**config.mk**
```make
export PLATFORM = sky130hd
export DESIGN_NAME = spc700_addsub_ser
export DESIGN_NICKNAME = d
export VERILOG_FILES = /design/src/rtl/spc700_addsub_ser.sv
export SDC_FILE = /design/constraint.sdc
export NUM_CORES = 1
export LEC_CHECK = 0
export BUFFER_PORTS_ARGS = -buffer_cell sky130_fd_sc_hd__buf_2
export CAP_MARGIN = 10
export CORE_MARGIN = 2
export CORE_UTILIZATION = 45
export DETAILED_ROUTE_END_ITERATION = 8
export MAX_ROUTING_LAYER = met4
export PLACE_DENSITY = 0.65
export SETUP_SLACK_MARGIN = 0.15
export SKIP_LAST_GASP = 1
export SYNTH_ARGS = -nofsm -noshare
export SYNTH_HDL_FRONTEND = slang
export SYNTH_SLANG_ARGS = --single-unit
```
**constraint.sdc**
```tcl
create_clock -name clk -period 5.03 [get_ports clk]
set_input_delay 0.503 -clock clk [delete_from_list [all_inputs] [get_ports clk]]
set_output_delay 0.503 -clock clk [all_outputs]
set_load 0.02 [all_outputs]
```
**src/rtl/spc700_addsub_ser.sv**
```systemverilog
// Byte-serial SPC700-style ADD/SUB (ADC/SBC semantics) with DAA/DAS decimal adjust.
// One byte per enabled cycle, LSB first; results and flags publish together with DONE.
module spc700_addsub_ser #(
  parameter int BYTES = 2
) (
  input  logic                 clk,
  input  logic                 rst_n,
  input  logic                 en,
  input  logic                 start,
  input  logic [1:0]           mode,
  input  logic [8*BYTES-1:0]   a,
  input  logic [8*BYTES-1:0]   b,
  input  logic                 ci,
  input  logic                 hi,
  output logic                 busy,
  output logic                 done,
  output logic [8*BYTES-1:0]   s,
  output logic                 co,
  output logic                 vo,
  output logic                 ho,
  output logic                 no,
  output logic                 zo
);

  localparam int W = 8 * BYTES;

  typedef enum logic [2:0] {IDLE, RUN, DADJ_HI, DADJ_LO, FIN} state_t;

  state_t         state, state_nx;
  logic [1:0]     idx;
  logic [W-1:0]   a_q, b_q, acc;
  logic [1:0]     mode_q;
  logic           hi_q, c_q, v_q, h_q;
  logic [7:0]     b_byte;
  logic [8:0]     sum_byte;
  logic           last;

  // Decimal adjust, high step: returns {carry, value}.
  function automatic logic [8:0] dec_adj_hi(input logic sub, input logic [7:0] v, input logic c);
    logic [8:0] r;
    if (!sub) r = (c || v > 8'h99) ? {1'b1, v + 8'h60} : {c, v};
    else      r = (!c || v > 8'h99) ? {1'b0, v - 8'h60} : {c, v};
    return r;
  endfunction

  // Decimal adjust, low step: the nibble test uses the original operand's low nibble.
  function automatic logic [7:0] dec_adj_lo(input logic sub, input logic [7:0] v,
                                            input logic [3:0] lo, input logic h);
    logic [7:0] r;
    if (!sub) r = (h || lo > 4'h9) ? v + 8'h06 : v;
    else      r = (!h || lo > 4'h9) ? v - 8'h06 : v;
    return r;
  endfunction

  assign b_byte   = mode_q[0] ? ~b_q[7:0] : b_q[7:0];
  assign sum_byte = {1'b0, a_q[7:0]} + {1'b0, b_byte} + {8'b0, c_q};
  assign last     = (idx == 2'(BYTES - 1));
  assign busy     = (state == RUN) || (state == DADJ_HI) || (state == DADJ_LO);

  always_comb begin
    state_nx = state;
    case (state)
      IDLE:    if (start) state_nx = mode[1] ? DADJ_HI : RUN;
      RUN:     if (last) state_nx = FIN;
      DADJ_HI: state_nx = DADJ_LO;
      DADJ_LO: state_nx = FIN;
      FIN:     state_nx = IDLE;
      default: state_nx = IDLE;
    endcase
  end

  // Control and published results: reset clears everything visible.
  always_ff @(posedge clk or negedge rst_n) begin
    if (!rst_n) begin
      state <= IDLE;
      done  <= 1'b0;
      s     <= '0;
      co    <= 1'b0;
      vo    <= 1'b0;
      ho    <= 1'b0;
      no    <= 1'b0;
      zo    <= 1'b0;
    end else begin
      done <= en && (state == FIN);
      if (en) begin
        state <= state_nx;
        if (state == FIN) begin
          s  <= acc;
          co <= c_q;
          vo <= v_q;
          ho <= h_q;
          no <= mode_q[1] ? acc[7] : acc[W-1];
          zo <= (acc == '0);
        end
      end
    end
  end

  // Working registers: operands shift right one byte per RUN cycle while the
  // result assembles from the top, so intermediate bytes never reach s.
  always_ff @(posedge clk) begin
    if (en) begin
      case (state)
        IDLE: if (start) begin
          a_q    <= a;
          b_q    <= b;
          mode_q <= mode;
          c_q    <= ci;
          hi_q   <= hi;
          idx    <= 2'd0;
          acc    <= '0;
        end
        RUN: begin
          acc <= (acc >> 8) | (W'(sum_byte[7:0]) << (W - 8));
          a_q <= a_q >> 8;
          b_q <= b_q >> 8;
          c_q <= sum_byte[8];
          idx <= idx + 2'd1;
          if (last) begin
            h_q <= sum_byte[4] ^ a_q[4] ^ b_byte[4];
            v_q <= ~(a_q[7] ^ b_byte[7]) & (a_q[7] ^ sum_byte[7]);
          end
        end
        DADJ_HI: begin
          {c_q, acc[7:0]} <= dec_adj_hi(mode_q[0], a_q[7:0], c_q);
          v_q <= 1'b0;
          h_q <= 1'b0;
        end
        DADJ_LO: acc <= W'(dec_adj_lo(mode_q[0], acc[7:0], a_q[3:0], hi_q));
        default: ;
      endcase
    end
  end

endmodule

```
==> impl_metrics.toml <==
[worst_setup_path]
path_cells = "nor2_1 -> and2_1 -> a21o_1 -> buf_4"
cp_max_fo = 25
arrival_ns = 2.95
end_kind = "flop"
worst_ep_required_time_ns = 5.08
cpMaxStageDelayCell = "a21o_1"
critPathKind = "flop to flop"
cp-start-kind = "flop"
slowest_delay_ns = 0.86

[sta]
setup_ws_ns = 2.13
worst_pin_slew_ns = 0.948
slew_violations = 0
rsz0062_at_grt = "false"
fmax_mhz = 344
finClkSkew_ns = 0.0126
hold_violations = 0
slew_headroom_pct = 36.8
fin_crit_ns = 2.90
fin_crit_sh_pct = 57.7
finalSetupViolCount = 0
hold_ws_ns = 0.133
final.setup.tns_ns = 0

[power]
p_int_w = 0.00173
pwr-share-seq_pct = 41.8
leakagePower_nw = 2.13
power_per_cell_area_nw_per_um2 = 586
comb_power_share_pct = 40.8
power_switching_w = 0.00110
p_clk_share_pct = 17.4
p_sw_share_pct = 39.0
ir_drop_uv = 262

[grt]
grt_overflow_total = 0
grt_pass1_vias = 3005
antenna_found_initial = 0
grt_max_degree = 43
grt.total_usage_pct = 19.1
grt_pass1_wl_mm = 14.7

[logic_synthesis]
ys_seq_area_share_pct = 54.6
syn_nets = 467
synth_edf_count = 56
synth_area_leaders = "edfxtp_1 (40%), dfrtp_1 (15%), nand2_1 (11%), ha_1 (4.4%), and2_1 (2.8%)"
synth_top_area_share_pct = 39.8
synth.distinct_cells = 57
postSynth.asyncResetShare_pct = 30.9
ys_ff_latch = 81
syn_area_um2 = 4230
synth_warnings = 0
syn_inst = 409
synthFlopType = "edfxtp_1"
syn_avg_cell_area_um2 = 10.3
synth_top_cell_by_area = "edfxtp_1"

[cts]
cts_resized = 0
clk_pin_slew_ns = 0.08
cts_root_buf = "clkbuf_8"
tritoncts = "yes"
postCtsSetupRepairBufs = 0
insertion_delay_ns = 0.35
clock_sinks = 81
cts_buffers = 9
ctsHtreeMaxLevel = 3
cts_hold_buf = 0
clock_path_buffers = 2

[layout]
area_delta_synth_final_pct = 14.4
fin_util_pct = 52.6
instances_no_fill = 583
diodes = 0
fin_nets = 526
drive_above_1_share_pct = 19.5

[die]
die_width_um = 101
start_util_pct = 46.0
fp-row-count = 35
core_um2 = 9200
top_level_ports = 63
dieArea_um2 = 10200
die_y_um = 101

[route]
drtPass1Iterations = 4
wl_per_cell_um = 14.7
wl_mm = 8.55
drt-vias-per-instance = 5.21
postRouteAntennaNets = 0
drc = 0
via_count = 3035
drt_iter0_markers = 115

[job]
drv_cap = 0

[place]
post-place-cells = 568
gp_congestion = 0.838
hpwl_mm = 6.37
io_buffers = 62
dpl_worst_slack_ns = 2.08

[worst_hold_path]
hold_class = "primary input to asynchronous set/reset pin"

[outcome]
status = "finished clean"
[per-layer routing]
metal  global-route usage, %  routed length (µm)
met4                    5.20                 121
met3                    3.95                 426
met2                    32.7                4220
met5                       -                   0
met1                    23.0                3780
[worst max-delay path, delay by kind of cell (launching register included)]
kind / cells / cell delay (ns)
AO/OA/AOI/OAI: 1 / 0.86
AND/OR/NAND/NOR: 2 / 0.89
buffers and inverters: 1 / 0.32
flip-flops: 1 / 0.54
[sequential cells by signal (all words and copies together), names as in the netlist, 2 cells and up]
name,count
s,16
state,3
idx,2
acc,16
mode_q,2
b_q,16
a_q,16
[synthesized netlist by cell type, types with 6 or more instances]
cell      instances
a21oi_1           8
and2_1           19
buf_2             6
clkbuf_1         10
dfrtp_1          25
edfxtp_1         56
ha_1             15
inv_1            11
nand2_1         121
nor2_1           19
nor2b_1           9
nor3_1            9
nor4_1            6
o21a_1            7
o21ai_0          12
xnor2_1          10
xor2_1            9
[cells in the final DEF, fill, tap and decap left out, types with 2 or more instances in the layout]
cell type / count
a211oi_1: 3
a21o_1: 3
a21oi_1: 8
a22oi_1: 3
a31oi_1: 2
and2_1: 19
buf_2: 62
buf_4: 3
clkbuf_1: 2
clkbuf_16: 3
clkbuf_8: 9
dfrtp_1: 25
edfxtp_1: 56
fa_1: 3
ha_1: 15
inv_1: 11
mux2_2: 2
nand2_1: 121
nand3_1: 2
nand4_1: 2
nor2_1: 19
nor2b_1: 9
nor3_1: 9
nor4_1: 6
o211ai_1: 3
o211ai_2: 2
o21a_1: 7
o21ai_0: 12
o21ai_1: 2
o31ai_1: 2
xnor2_1: 10
xor2_1: 9
[cell families (layout without fill, tap and decap cells)]
family	Yosys count	count (layout)	synth area share (%)
compound gates	66	66	11.7
xor+xnor	20	20	4.32
fa+ha+maj	18	18	5.86
buf+inv	29	92	2.84
flops	81	81	54.6
mux	4	4	1.04
simple gates	191	191	19.6
[power groups by stage]
stage / logic, W / registers (W) / clock network, W
3_3_place_gp: 0.00113 / 0.00119 / 0
5_1_grt: 0.00131 / 0.00122 / 0.000530
2_1_floorplan: 0.000809 / 0.00122 / 0
6_report: 0.00116 / 0.00118 / 0.000494
4_1_cts: 0.00116 / 0.00119 / 0.000507
3_5_place_dp: 0.00116 / 0.00120 / 0
[area by class of cell]
type | instances | area, µm²
inverter | 12 | 45.0
tap | 111 | 139
sequential | 81 | 2310
timing repair buffer | 65 | 333
clock buffer | 14 | 206
clock inverter | 1 | 5.00
fill | 905 | 4360
multi-input combinational | 299 | 1800
[metrics by stage]
step	cell area, µm²	power, W
6_report	4840	0.00283
5_1_grt	4840	0.00305
4_1_cts	4840	0.00285
3_5_place_dp	4630	0.00236
3_3_place_gp	4630	0.00232
2_1_floorplan	4230	0.00203
[path summary, 6_finish.rpt]
| check | startpoint | to | slack [ns] | depth (start not counted) |
|---|---|---|---|---|
| max | state[1]$_DFFE_PN0P_ | a_q[13]$_SDFFCE_PP0P_ | 2.13 | 4 |
| min | rst_n | done$_DFF_PN0_ | 0.13 | 1 |
| max reg2reg | state[1]$_DFFE_PN0P_ | a_q[13]$_SDFFCE_PP0P_ | 2.13 | 4 |
| min reg2reg | s[6]$_DFFE_PN0P_ | s[6]$_DFFE_PN0P_ | 0.47 | 2 |
| max in group asynchronous | rst_n | co$_DFFE_PN0P_ | 4.54 | 1 |
| min in group clk | hi | hi_q$_DFFE_PP_ | 0.34 | 1 |
No activity file was read; power rests on OpenSTA's default activity.
